<file path="src/rtl/order_fetch_pkg.sv">
// Shared definitions for the order_fetch instruction fetch stage.
// Holds the datapath widths, the NOP encoding presented to decode while
// no instruction is available, the fetch FSM state type and a helper
// that word-aligns an address.
package order_fetch_pkg;

    localparam int ORDER_W = 32;
    localparam int ADDR_W  = 32;

    localparam logic [ORDER_W-1:0] NOP_ORDER = 32'h0;

    typedef enum logic [1:0] {
        IDLE = 2'd0,
        WAIT = 2'd1,
        DROP = 2'd2
    } fetch_state_t;

    // The low two bits of a fetch address are always zero.
    function automatic logic [ADDR_W-1:0] word_align(input logic [ADDR_W-1:0] a);
        return {a[ADDR_W-1:2], 2'b00};
    endfunction

endpackage

</file>
<file path="src/rtl/order_fetch_fifo.sv">
// Prefetch FIFO for order_fetch: synchronous FIFO of {addr, word} entries.
// Ports:
//   clk, rst       clock, synchronous active-low reset (empties the FIFO)
//   push/push_data write one entry (ignored when full or when flushing)
//   pop            remove the head entry (ignored when empty or flushing)
//   flush          discard every entry; overrides push and pop
//   head_data      current head entry, valid while empty=0
//   full/empty     occupancy flags
//   count          number of stored entries, 0..DEPTH
module order_fetch_fifo #(
    parameter int DEPTH = 4,
    parameter int W     = 64
) (
    input  logic                   clk,
    input  logic                   rst,
    input  logic                   push,
    input  logic [W-1:0]           push_data,
    input  logic                   pop,
    input  logic                   flush,
    output logic [W-1:0]           head_data,
    output logic                   full,
    output logic                   empty,
    output logic [$clog2(DEPTH):0] count
);

    localparam int PW = $clog2(DEPTH);

    logic [W-1:0]  r_mem [DEPTH];
    logic [PW-1:0] r_wr_ptr;
    logic [PW-1:0] r_rd_ptr;
    logic [PW:0]   r_count;

    logic w_push_ok;
    logic w_pop_ok;

    assign full      = (r_count == (PW+1)'(DEPTH));
    assign empty     = (r_count == '0);
    assign count     = r_count;
    assign head_data = r_mem[r_rd_ptr];

    assign w_push_ok = push && !full && !flush;
    assign w_pop_ok  = pop && !empty && !flush;

    // Storage needs no reset: an entry is only read after it was written.
    always_ff @(posedge clk) begin
        if (w_push_ok) begin
            r_mem[r_wr_ptr] <= push_data;
        end
    end

    // DEPTH is a power of two, so the pointers wrap on their own.
    always_ff @(posedge clk) begin
        if (!rst || flush) begin
            r_wr_ptr <= '0;
            r_rd_ptr <= '0;
            r_count  <= '0;
        end else begin
            if (w_push_ok) begin
                r_wr_ptr <= r_wr_ptr + PW'(1);
            end
            if (w_pop_ok) begin
                r_rd_ptr <= r_rd_ptr + PW'(1);
            end
            case ({w_push_ok, w_pop_ok})
                2'b10:   r_count <= r_count + (PW+1)'(1);
                2'b01:   r_count <= r_count - (PW+1)'(1);
                default: r_count <= r_count;
            endcase
        end
    end

endmodule

</file>
<file path="src/rtl/order_fetch.sv">
// order_fetch: instruction fetch stage of the 023A soft core.
// Reads 32-bit words from instruction memory into a prefetch FIFO and
// presents one instruction per cycle to decode, holding while decode stalls
// and flushing/redirecting on jumps from later stages.
// Ports:
//   clk, rst          clock, synchronous active-low reset
//   mem_req/mem_addr  read request and word-aligned address (held until ack)
//   mem_ack/mem_rdata one-cycle response strobe with the instruction word
//   isStop            decode stall: outputs hold, no pop
//   jump_en/jump_addr redirect strobe and target (low two bits ignored)
//   order             instruction to decode (NOP_ORDER when idle)
//   thisOrderAddress  address of order
//   this_isRunning    1 = order is a real instruction, 0 = bubble
//   o_dbg_state       current fetch FSM state
//
// Memory handshake: mem_req is a level; once raised, mem_addr stays stable
// and mem_req stays high until the cycle mem_ack=1, which completes the
// transfer in that same cycle. mem_ack while mem_req=0 is ignored.
module order_fetch
    import order_fetch_pkg::*;
#(
    parameter int                DEPTH    = 4,
    parameter logic [ADDR_W-1:0] RESET_PC = 32'h0000_0000
) (
    input  logic                clk,
    input  logic                rst,
    output logic                mem_req,
    output logic [ADDR_W-1:0]   mem_addr,
    input  logic                mem_ack,
    input  logic [ORDER_W-1:0]  mem_rdata,
    input  logic                isStop,
    input  logic                jump_en,
    input  logic [ADDR_W-1:0]   jump_addr,
    output logic [ORDER_W-1:0]  order,
    output logic [ADDR_W-1:0]   thisOrderAddress,
    output logic                this_isRunning,
    output fetch_state_t        o_dbg_state
);

    localparam int          CW      = $clog2(DEPTH);
    localparam logic [CW:0] DEPTH_C = (CW+1)'(DEPTH);

    fetch_state_t        r_state;
    fetch_state_t        w_state_next;
    logic [ADDR_W-1:0]   r_fetch_pc;
    logic [ADDR_W-1:0]   w_fetch_pc_next;
    logic                r_mem_req;
    logic                w_mem_req_next;
    logic [ADDR_W-1:0]   r_mem_addr;
    logic [ADDR_W-1:0]   w_mem_addr_next;
    logic [ADDR_W-1:0]   w_pc_inc;

    logic [ORDER_W-1:0]  r_order;
    logic [ADDR_W-1:0]   r_order_addr;
    logic                r_running;

    logic                          w_push;
    logic                          w_pop;
    logic                          w_full;
    logic                          w_empty;
    logic [CW:0]                   w_count;
    logic [CW:0]                   w_count_after;
    logic [ADDR_W+ORDER_W-1:0]     w_head;

    assign mem_req          = r_mem_req;
    assign mem_addr         = r_mem_addr;
    assign order            = r_order;
    assign thisOrderAddress = r_order_addr;
    assign this_isRunning   = r_running;
    assign o_dbg_state      = r_state;

    // A jump discards the data of any ack in the same cycle.
    assign w_push = (r_state == WAIT) && mem_ack && !jump_en && !w_full;
    assign w_pop  = !jump_en && !isStop && !w_empty;

    // Occupancy once this cycle's push and pop have both landed; used to
    // decide whether a back-to-back request still has a guaranteed slot.
    assign w_count_after = w_count + (CW+1)'(w_push) - (CW+1)'(w_pop);
    assign w_pc_inc      = r_fetch_pc + 32'd4;

    order_fetch_fifo #(
        .DEPTH (DEPTH),
        .W     (ADDR_W + ORDER_W)
    ) u_fifo (
        .clk       (clk),
        .rst       (rst),
        .push      (w_push),
        .push_data ({r_mem_addr, mem_rdata}),
        .pop       (w_pop),
        .flush     (jump_en),
        .head_data (w_head),
        .full      (w_full),
        .empty     (w_empty),
        .count     (w_count)
    );

    always_ff @(posedge clk) begin
        if (!rst) begin
            r_state    <= IDLE;
            r_fetch_pc <= RESET_PC;
            r_mem_req  <= 1'b0;
            r_mem_addr <= RESET_PC;
        end else begin
            r_state    <= w_state_next;
            r_fetch_pc <= w_fetch_pc_next;
            r_mem_req  <= w_mem_req_next;
            r_mem_addr <= w_mem_addr_next;
        end
    end

    // r_fetch_pc is the address of the request in flight (or the next one
    // to issue); it advances only when a non-discarded word is accepted.
    always_comb begin
        w_state_next    = r_state;
        w_fetch_pc_next = r_fetch_pc;
        w_mem_req_next  = r_mem_req;
        w_mem_addr_next = r_mem_addr;
        case (r_state)
            IDLE: begin
                if (jump_en) begin
                    // Stay idle one cycle so the new target is issued next.
                    w_fetch_pc_next = word_align(jump_addr);
                end else if (w_count < DEPTH_C) begin
                    w_state_next    = WAIT;
                    w_mem_req_next  = 1'b1;
                    w_mem_addr_next = r_fetch_pc;
                end
            end
            WAIT: begin
                if (jump_en) begin
                    w_fetch_pc_next = word_align(jump_addr);
                    if (mem_ack) begin
                        w_state_next   = IDLE;
                        w_mem_req_next = 1'b0;
                    end else begin
                        // The request cannot be withdrawn; wait out its ack.
                        w_state_next = DROP;
                    end
                end else if (mem_ack) begin
                    w_fetch_pc_next = w_pc_inc;
                    if (w_count_after < DEPTH_C) begin
                        w_mem_addr_next = w_pc_inc;
                    end else begin
                        w_state_next   = IDLE;
                        w_mem_req_next = 1'b0;
                    end
                end
            end
            DROP: begin
                if (jump_en) begin
                    w_fetch_pc_next = word_align(jump_addr);
                end
                if (mem_ack) begin
                    w_state_next   = IDLE;
                    w_mem_req_next = 1'b0;
                end
            end
            default: begin
                w_state_next   = IDLE;
                w_mem_req_next = 1'b0;
            end
        endcase
    end

    // Decode-facing registers. A jump wins over a stall.
    always_ff @(posedge clk) begin
        if (!rst) begin
            r_order      <= NOP_ORDER;
            r_order_addr <= '0;
            r_running    <= 1'b0;
        end else if (jump_en) begin
            r_order   <= NOP_ORDER;
            r_running <= 1'b0;
        end else if (!isStop) begin
            if (!w_empty) begin
                r_order      <= w_head[ORDER_W-1:0];
                r_order_addr <= w_head[ADDR_W+ORDER_W-1:ORDER_W];
                r_running    <= 1'b1;
            end else begin
                r_order   <= NOP_ORDER;
                r_running <= 1'b0;
            end
        end
    end

endmodule
</file>
<file path="config.mk">
export PLATFORM = sky130hd
export DESIGN_NAME = order_fetch
export DESIGN_NICKNAME = d
export VERILOG_FILES = /design/src/rtl/order_fetch_pkg.sv /design/src/rtl/order_fetch_fifo.sv /design/src/rtl/order_fetch.sv
export SDC_FILE = /design/constraint.sdc
export NUM_CORES = 1
export LEC_CHECK = 0
export CAP_MARGIN = 20
export CORE_ASPECT_RATIO = 1.2
export CORE_MARGIN = 5
export CORE_UTILIZATION = 44
export CTS_CLUSTER_DIAMETER = 100
export DETAILED_ROUTE_END_ITERATION = 10
export HOLD_SLACK_MARGIN = 0.08
export SLEW_MARGIN = 15
export SYNTH_ARGS = -nofsm -noshare
export SYNTH_HDL_FRONTEND = slang
export SYNTH_SLANG_ARGS = --single-unit
export TNS_END_PERCENT = 50
</file>
<file path="constraint.sdc">
create_clock -name clk -period 4.1 [get_ports clk]
set_input_delay 0.41 -clock clk [delete_from_list [all_inputs] [get_ports clk]]
set_output_delay 0.41 -clock clk [all_outputs]
set_load 0.1 [all_outputs]
</file>
==> results of run 1 <==
## power groups by stage
| stage | Clock, mW | Sequential [mW] | Combinational [mW] |
|---|---|---|---|
| after global placement | 0 | 4.33 | 0.581 |
| after detailed placement | 0 | 4.33 | 0.586 |
| after CTS | 3.72 | 4.25 | 0.587 |
| after floorplan | 0 | 4.49 | 0.212 |
| after global routing | 3.89 | 4.26 | 0.620 |
| final | 3.64 | 4.25 | 0.582 |
## path summary, 6_finish.rpt
| kind | start | to | slack (ns) |
|---|---|---|---|
| min | thisOrderAddress[7] | thisOrderAddress[7] | 0.46 |
| max reg2reg | o_dbg_state[0] | mem_addr[3] | 0.57 |
| min reg2reg | thisOrderAddress[7] | thisOrderAddress[7] | 0.46 |
| max | o_dbg_state[0] | mem_addr[3] | 0.57 |
## cells in the mapped netlist, types with 19 or more instances
cell | n | area, µm²
a21oi_1 | 88 | 440
xnor2_1 | 21 | 184
clkbuf_1 | 65 | 244
mux4_2 | 62 | 1400
nand3_1 | 19 | 95.1
o21ai_0 | 38 | 190
a22oi_1 | 37 | 278
nor3_1 | 19 | 95.1
nor2_1 | 100 | 375
dfxtp_1 | 135 | 2700
nand2_1 | 104 | 390
edfxtp_1 | 248 | 7450
## flip-flops by register name, summed over array words and instances (netlist names), named ones only
name / flops
mem_addr: 30
mem_req: 1
o_dbg_state: 2
order: 32
r_fetch_pc: 30
thisOrderAddress: 30
this_isRunning: 1
u_fifo.count: 3
u_fifo.r_mem: 248
u_fifo.r_rd_ptr: 2
u_fifo.r_wr_ptr: 2
## per-stage QoR
stage	utilization, %	instances	hold slack [ns]	setup WS (ns)
2_1_floorplan	-	1110	0.472	0.0455
3_3_place_gp	50.8	1669	0.444	0.339
3_5_place_dp	50.8	1669	0.451	0.256
4_1_cts	54.7	1740	0.459	0.572
5_1_grt	54.7	1740	0.474	0.238
6_report	54.7	1740	0.456	0.569
## logic make-up after synthesis
group | synth area share, %
AO/OA/AOI/OAI | 8.82
XOR/XNOR | 2.03
adder cells (fa/ha/maj) | 0.795
buffers and inverters | 2.71
flip-flops | 67.2
multiplexers | 9.37
other | 0.0248
AND/OR/NAND/NOR | 9.07
## routing by layer
layer	vias up	track usage, %
met5	-	0
met4	0	4.76
met3	42	3.06
met2	224	30.7
met1	4659	24.1
li1	4433	-
## layout make-up
| type | count | area, µm² | area share (%) |
|---|---|---|---|
| Timing Repair Buffer | 188 | 1880 | 10.1 |
| Tap cell | 456 | 571 | 3.07 |
| Inverter | 14 | 52.6 | 0.283 |
| Clock buffer | 51 | 1100 | 5.94 |
| Sequential cell | 383 | 10200 | 54.7 |
| Multi-Input combinational cell | 628 | 4600 | 24.7 |
| Clock inverter | 20 | 221 | 1.19 |
## worst reg2reg max path: cells and delay by family, from the launching register on
family / cells / cell delay [ns]
AOI/OAI and AO/OA: 4 / 1.04
and+or+nand+nor: 5 / 1.01
DFF: 1 / 0.60
buffers and inverters: 3 / 0.40
adders and majority gates: 2 / 0.40
==> flow_summary.ini, run 1 <==
[power_and_ir_drop]
finalPower_mw = 8.47
power_density_nw_per_um2 = 456
comb_power_share_pct = 6.9
p_leak_nw = 5.97
power_frac_clock_pct = 42.9
intPower_mw = 6.57
irDropWorstVdd_mv = 0.239
switchingPower_mw = 1.90
switching_share_pct = 22.4
power.share.sequential_pct = 50.2

[setup_path]
slowest_delay_ns = 0.60
path_buf_inv = 3
startpoint_type = flop
reg2reg_depth = 14
cp_data_arrival_time_ns = 3.97
endpoint_kind = flop
path_max_fanout = 59
crit_family = compound AO/OA/AOI/OAI gates
worstPathRequired_ns = 4.54
worstSetupPathType = reg2reg
worstPathCellList = nand2b_1 -> or3_1 -> a21oi_1 -> inv_1 -> ha_1 -> inv_1 -> ha_1 -> and3b_1 -> o211ai_2 -> nand4_1 -> a311oi_4 -> buf_12 -> nor2_1 -> a311oi_1
crit_cells = 14
cpMaxStageDelayCell = dfxtp_1

[placed_design]
portBuffers = 162
gp_congestion = 0.810
dp_hpwl_um = 20900
place_area_um2 = 17300

[logic_synthesis]
syn_area_per_cell_um2 = 13.6
yosysSeqAreaShare_pct = 67.2
ys_seq_elements = 383
ys_async_sr_fraction_pct = 0
synth-edff-count = 248
synth_top_flop_cell = edfxtp_1
synth_area_um2 = 15100
syn-instance-count = 1107
synthDistinctLibCells = 65
synth_warnings = 0

[sta]
rsz0062_at_grt = no
relSlewSlack_pct = 27.9
fin_skew_ns = 0.0155
hold_viol = 0
fmax_mhz = 283
setup_viol = 0
period_share_pct = 86.1
fin_crit_ns = 3.53
fin_tns_setup_ns = 0
worst_pin_slew_ns = 1.08
drv_slew = 0

[detailed_routing]
met2_length_um = 17000
highest_layer = met4
wl_per_cell_um = 19.6
ant_nets = 0
via_count = 9358
wl_met1_um = 14700
via_per_inst = 5.38
wl_met3_um = 1710
drc = 0
drt_iter0_drc = 572
first_pass_iters = 5
wl_um = 34100

[clocking]
clk_pin_slew_ns = 0.06
ctsResizeCount = 0
cts_tree = done
cts-root-buf = clkbuf_16
cts-htree-levels = 2
postCtsHoldBufs = 0
cts-buffers-inserted = 39
clock-sinks = 383
post_cts_buffers = 0
clock_path_buffers = 3
clock_latency_ns = 0.53

[global_routing]
grt_use_total_pct = 18.0
grt_start_max_net_pins = 63
grt-ovfl-total = 0
grt_pass1_wl_um = 53400
antenna_found_initial = 0
first_global_vias = 9446

[layout]
final_nets = 1332
final_area_um2 = 18600
area_growth_syn_to_layout_pct = 23.0
layout_common_cells = 248 x edfxtp_1, 162 x clkdlybuf4s50_1, 133 x dfxtp_1
drive_above_1_share_pct = 13.5
mostFrequentLayoutCell = edfxtp_1
diodes = 0
nFillCells = 2846

[die]
start_util_pct = 44.5
ioPinCount = 169
dieArea_um2 = 38200
fp.dieW_um = 179
core_um2 = 34000
die_h_um = 213
rows = 74

[hold_path]
min_path_type = reg2reg
min_path_cells = 2

[run]
maxCapViolCount = 0

[run_status]
status = finished clean
(Power assumes the default switching activity.)
==> run 2, diff against run 1 <==
==> constraint.sdc (replaced) <==
create_clock -name clk -period 4.1 [get_ports clk]
set_input_delay 0.615 -clock clk [delete_from_list [all_inputs] [get_ports clk]]
set_output_delay 0.615 -clock clk [all_outputs]
set_load 0.1 [all_outputs]
==> run 2 against run 1 <==
- final cell count rose by 0.23%
- critical path depth is 1 higher
- hold slack better by 0.00069 ns
- clock power shrank 5.8%
- total power down 2.4%
- sequential share of layout area grew 0.15 points
- combinational power increased by 0.7%
- via count decreased by 0.34%
- critical endpoint unchanged
- wire length fell by 1.7%
- clock-buffer cell count grew 8
- setup slack improved by 0.096 ns
- clock skew decreased by 0.0031 ns
- largest cell class unchanged
==> flow_summary.ini, run 2 (synthesis gave the netlist of run 1 again) <==
[placed_design]
gp_congestion = 0.816
portBuffers = 162
place_area_um2 = 17300
placedCellCount = 1673
dp_hpwl_um = 21000

[detailed_routing]
via_count = 9326
wl_um = 33500
ant_nets = 0
drc = 0
wl_per_cell_um = 19.2
first_pass_iters = 5
drt_iter0_drc = 559
via_per_inst = 5.35

[setup_path]
endpoint_kind = flop
worstSetupPathType = in2reg
startpoint_type = input pin
cp_data_arrival_time_ns = 3.87
path_max_fanout = 59
worstPathRequired_ns = 4.54

[layout]
diodes = 0
regMostFlops = u_fifo.r_mem
area_growth_syn_to_layout_pct = 22.7
final_area_um2 = 18500
mostFrequentLayoutCell = edfxtp_1
layout_common_cells = 248 x edfxtp_1, 162 x clkdlybuf4s50_1, 133 x dfxtp_1
drive_above_1_share_pct = 13.3
final_nets = 1336
fin_cells = 1744
largest_reg_flops = 248

[sta]
drv_slew = 0
setup_viol = 0
period_share_pct = 83.8
worst_pin_slew_ns = 1.09
fmax_mhz = 291
fin_skew_ns = 0.0124
hold_viol = 0
rsz0062_at_grt = no
fin_crit_ns = 3.44
fin_tns_setup_ns = 0
relSlewSlack_pct = 26.9
hold_ws_ns = 0.456

[die]
core_um2 = 34000
die_h_um = 213
ioPinCount = 169
start_util_pct = 44.5
rows = 74
dieArea_um2 = 38200
fp.dieW_um = 179

[run]
maxCapViolCount = 0

[power_and_ir_drop]
p_leak_nw = 5.94
finalPower_mw = 8.27
irDropWorstVdd_mv = 0.238
power_density_nw_per_um2 = 446

[clocking]
cts-buffers-inserted = 39
post_cts_buffers = 0
postCtsHoldBufs = 0
cts_tree = done
ctsResizeCount = 0
clock_path_buffers = 3
clock-sinks = 383
clk_pin_slew_ns = 0.06
clock_latency_ns = 0.53
cts-root-buf = clkbuf_16
cts-htree-levels = 2

[hold_path]
min_path_type = reg2reg

[global_routing]
grt-ovfl-total = 0
grt_start_max_net_pins = 63
grt_use_total_pct = 17.8
antenna_found_initial = 0
grt_pass1_wl_um = 52900
first_global_vias = 9491

[run_status]
status = finished clean
[run 2: per-stage QoR]
step,util (%),setup slack (ns)
global route,54.5,0.396
CTS,54.5,0.672
floorplan,-,0.0455
global placement,50.9,0.185
detailed placement,50.9,0.102
finish,54.5,0.664
[run 2: power breakdown]
| part | total (mW) | internal (mW) | switching, mW |
|---|---|---|---|
| sequential | 4.25 | 4.17 | 0.0774 |
| clock | 3.43 | 2.01 | 1.42 |
| combinational | 0.586 | 0.191 | 0.395 |
[run 2: routing by layer]
layer | wire length (µm) | track usage (%) | share of wire (%) | vias to the layer above
met4 | 590 | 4.39 | 1.8 | 0
met3 | 1450 | 3.03 | 4.3 | 41
met5 | 0 | 0 | 0 | -
met1 | 14600 | 23.7 | 44 | 4616
li1 | - | - | - | 4460
met2 | 16900 | 30.6 | 50 | 209
[run 2: path summary, 6_finish.rpt]
kind                       startpoint             endpoint  slack [ns]  depth (start not counted)
setup reg to reg       o_dbg_state[0]          mem_addr[3]        0.79                         15
hold / removal    thisOrderAddress[2]  thisOrderAddress[2]        0.46                          2
hold reg to reg   thisOrderAddress[2]  thisOrderAddress[2]        0.46                          2
setup / recovery              mem_ack          mem_addr[3]        0.66                         15
[run 2: final cells by class]
type / count / area, µm²
flip-flops and latches: 383 / 10200
multi-input cells: 628 / 4590
well taps: 456 / 571
fillers: 2863 / 15400
repair buffers: 192 / 1920
inverters: 14 / 52.6
clock buffers: 59 / 1110
clock inverters: 12 / 128
[run 2: critical path, cell delays in order]
cell             delay (ns)
clkdlybuf4s50_1        0.50
inv_1                  0.09
or3_1                  0.38
a21oi_1                0.17
inv_1                  0.07
ha_1                   0.17
inv_1                  0.06
ha_1                   0.24
nand4b_1               0.12
o211ai_2               0.15
or3_1                  0.37
a311oi_4               0.34
buf_12                 0.28
nor2_1                 0.07
a311oi_1               0.22
==> run 3, diff against run 2 <==
==> constraint.sdc (replaced) <==
create_clock -name clk -period 3.5 [get_ports clk]
set_input_delay 0.525 -clock clk [delete_from_list [all_inputs] [get_ports clk]]
set_output_delay 0.525 -clock clk [all_outputs]
set_load 0.1 [all_outputs]
==> run 3 against run 2 <==
- total power rose by 20%
- clock-buffer cell count fell by 7
- core utilization rose by 0.70 points
- clock skew barely moved
- via count rose by 1.6%
- setup slack got worse by 0.36 ns
- critical path type unchanged
- wire length rose by 3.7%
- largest power group unchanged
==> flow_summary.ini, run 3 (synthesis gave the netlist of run 1 again) <==
[detailed_routing]
via_count = 9476
wl_per_cell_um = 19.8
wl_met1_um = 14900
wl_um = 34700
first_pass_iters = 5
drc = 0
highest_layer = met4
wl_met3_um = 1630
drt_iter0_drc = 494
met2_length_um = 17700
ant_nets = 0
via_per_inst = 5.39

[clocking]
clock_latency_ns = 0.53
clock-sinks = 383
cts_tree = done
cts-htree-levels = 2
clock_path_buffers = 3
cts-buffers-inserted = 41
cts-root-buf = clkbuf_16
postCtsHoldBufs = 0
ctsResizeCount = 0
clk_pin_slew_ns = 0.05
post_cts_buffers = 0

[sta]
period_share_pct = 91.2
fin_ws_ns = 0.306
fin_crit_ns = 3.19
fmax_mhz = 313
hold_ws_ns = 0.452
drv_slew = 0
rsz0062_at_grt = no
worst_pin_slew_ns = 1.04
setup_viol = 0
relSlewSlack_pct = 30.4
hold_viol = 0
fin_tns_setup_ns = 0
fin_skew_ns = 0.0123

[die]
die_h_um = 213
start_util_pct = 44.5
dieArea_um2 = 38200
rows = 74
ioPinCount = 169
fp.dieW_um = 179
core_um2 = 34000

[layout]
regMostFlops = u_fifo.r_mem
multi_input_area_um2 = 4600
diodes = 0
final_nets = 1348
layout_common_cells = 248 x edfxtp_1, 152 x clkdlybuf4s50_1, 131 x dfxtp_1
mostFrequentLayoutCell = edfxtp_1
drive_above_1_share_pct = 15.7
seqCellArea_um2 = 10200
nFillCells = 2859
largest_reg_flops = 248
area_growth_syn_to_layout_pct = 24.3
fin_cells = 1759

[power_and_ir_drop]
intPower_mw = 7.65
power_density_nw_per_um2 = 530
irDropWorstVdd_mv = 0.287
p_leak_nw = 6.10
power_frac_clock_pct = 42.9
comb_power_share_pct = 7.0
switchingPower_mw = 2.29
power.share.sequential_pct = 50.1
switching_share_pct = 23.1

[global_routing]
grt_pass1_wl_um = 54000
grt-ovfl-total = 0
grt_start_max_net_pins = 63
first_global_vias = 9571
grt_use_total_pct = 18.2
antenna_found_initial = 0

[setup_path]
endpoint_kind = flop
r2r_slack_ns = 0.36
path_max_fanout = 37
worstSetupPathType = in2reg
reg2reg_depth = 15
cp_data_arrival_time_ns = 3.65
worstPathRequired_ns = 3.95
startpoint_type = input pin

[placed_design]
place_ws_ns = -0.230
dp_hpwl_um = 22100
placedCellCount = 1683
gp_congestion = 0.811
portBuffers = 162

[hold_path]
min_path_type = reg2reg
min_path_cells = 2

[run_status]
status = finished clean

[run]
maxCapViolCount = 0
[run 3: cell count changes in the layout (fill, tap and decap cells not counted), sizes merged]
cell	before	now
buf	30	50
clkinv	5	20
clkdlybuf4s50	162	152
clkbuf	59	52
inv	17	14
bufinv	2	3
clkinvlp	2	1
[run 3: path summary, 6_finish.rpt]
kind | start | to
max | mem_ack | mem_addr[19]
min reg2reg | thisOrderAddress[27] | thisOrderAddress[27]
min | thisOrderAddress[27] | thisOrderAddress[27]
max reg2reg | o_dbg_state[0] | mem_addr[19]
[run 3: routing by layer]
layer	up-vias	track usage (%)
met5	-	0
met4	0	4.15
met3	36	3.06
met2	242	31.8
met1	4739	23.9
li1	4459	-
[run 3: critical path: stages]
cell and delay, ns:
clkdlybuf4s50_1 0.52, inv_1 0.07, or3_1 0.39, a21oi_2 0.15, inv_1 0.06, ha_1 0.17
inv_1 0.05, ha_1 0.23, and3b_1 0.18, o211ai_2 0.19, nand4_1 0.17, a311oi_4 0.33
buf_12 0.25, buf_12 0.14, o21ai_0 0.07, a21oi_1 0.14
[run 3: stage by stage]
step	total power [mW]	util, %	area (µm²)
floorplan	5.51	-	15100
finish	9.94	55.2	18800
global route	10.3	55.2	18800
global placement	5.76	51.3	17400
CTS	10.1	55.2	18800
detailed placement	5.77	51.3	17400
[run 3: layout make-up]
type                    instances  share of cell area [%]
clock buffers                  52                    6.07
clock inverters                24                    1.09
inverters                      14                   0.280
multi-input cells             628                    24.5
flip-flops and latches        383                    54.1
well taps                     456                    3.04
repair buffers                202                    10.9
[run 3: power by group through the flow]
stage	logic, mW	clock network, mW	registers [mW]
finish	0.693	4.27	4.98
global placement	0.690	0	5.07
detailed placement	0.696	0	5.08
floorplan	0.249	0	5.26
CTS	0.699	4.38	4.98
global route	0.737	4.53	4.99
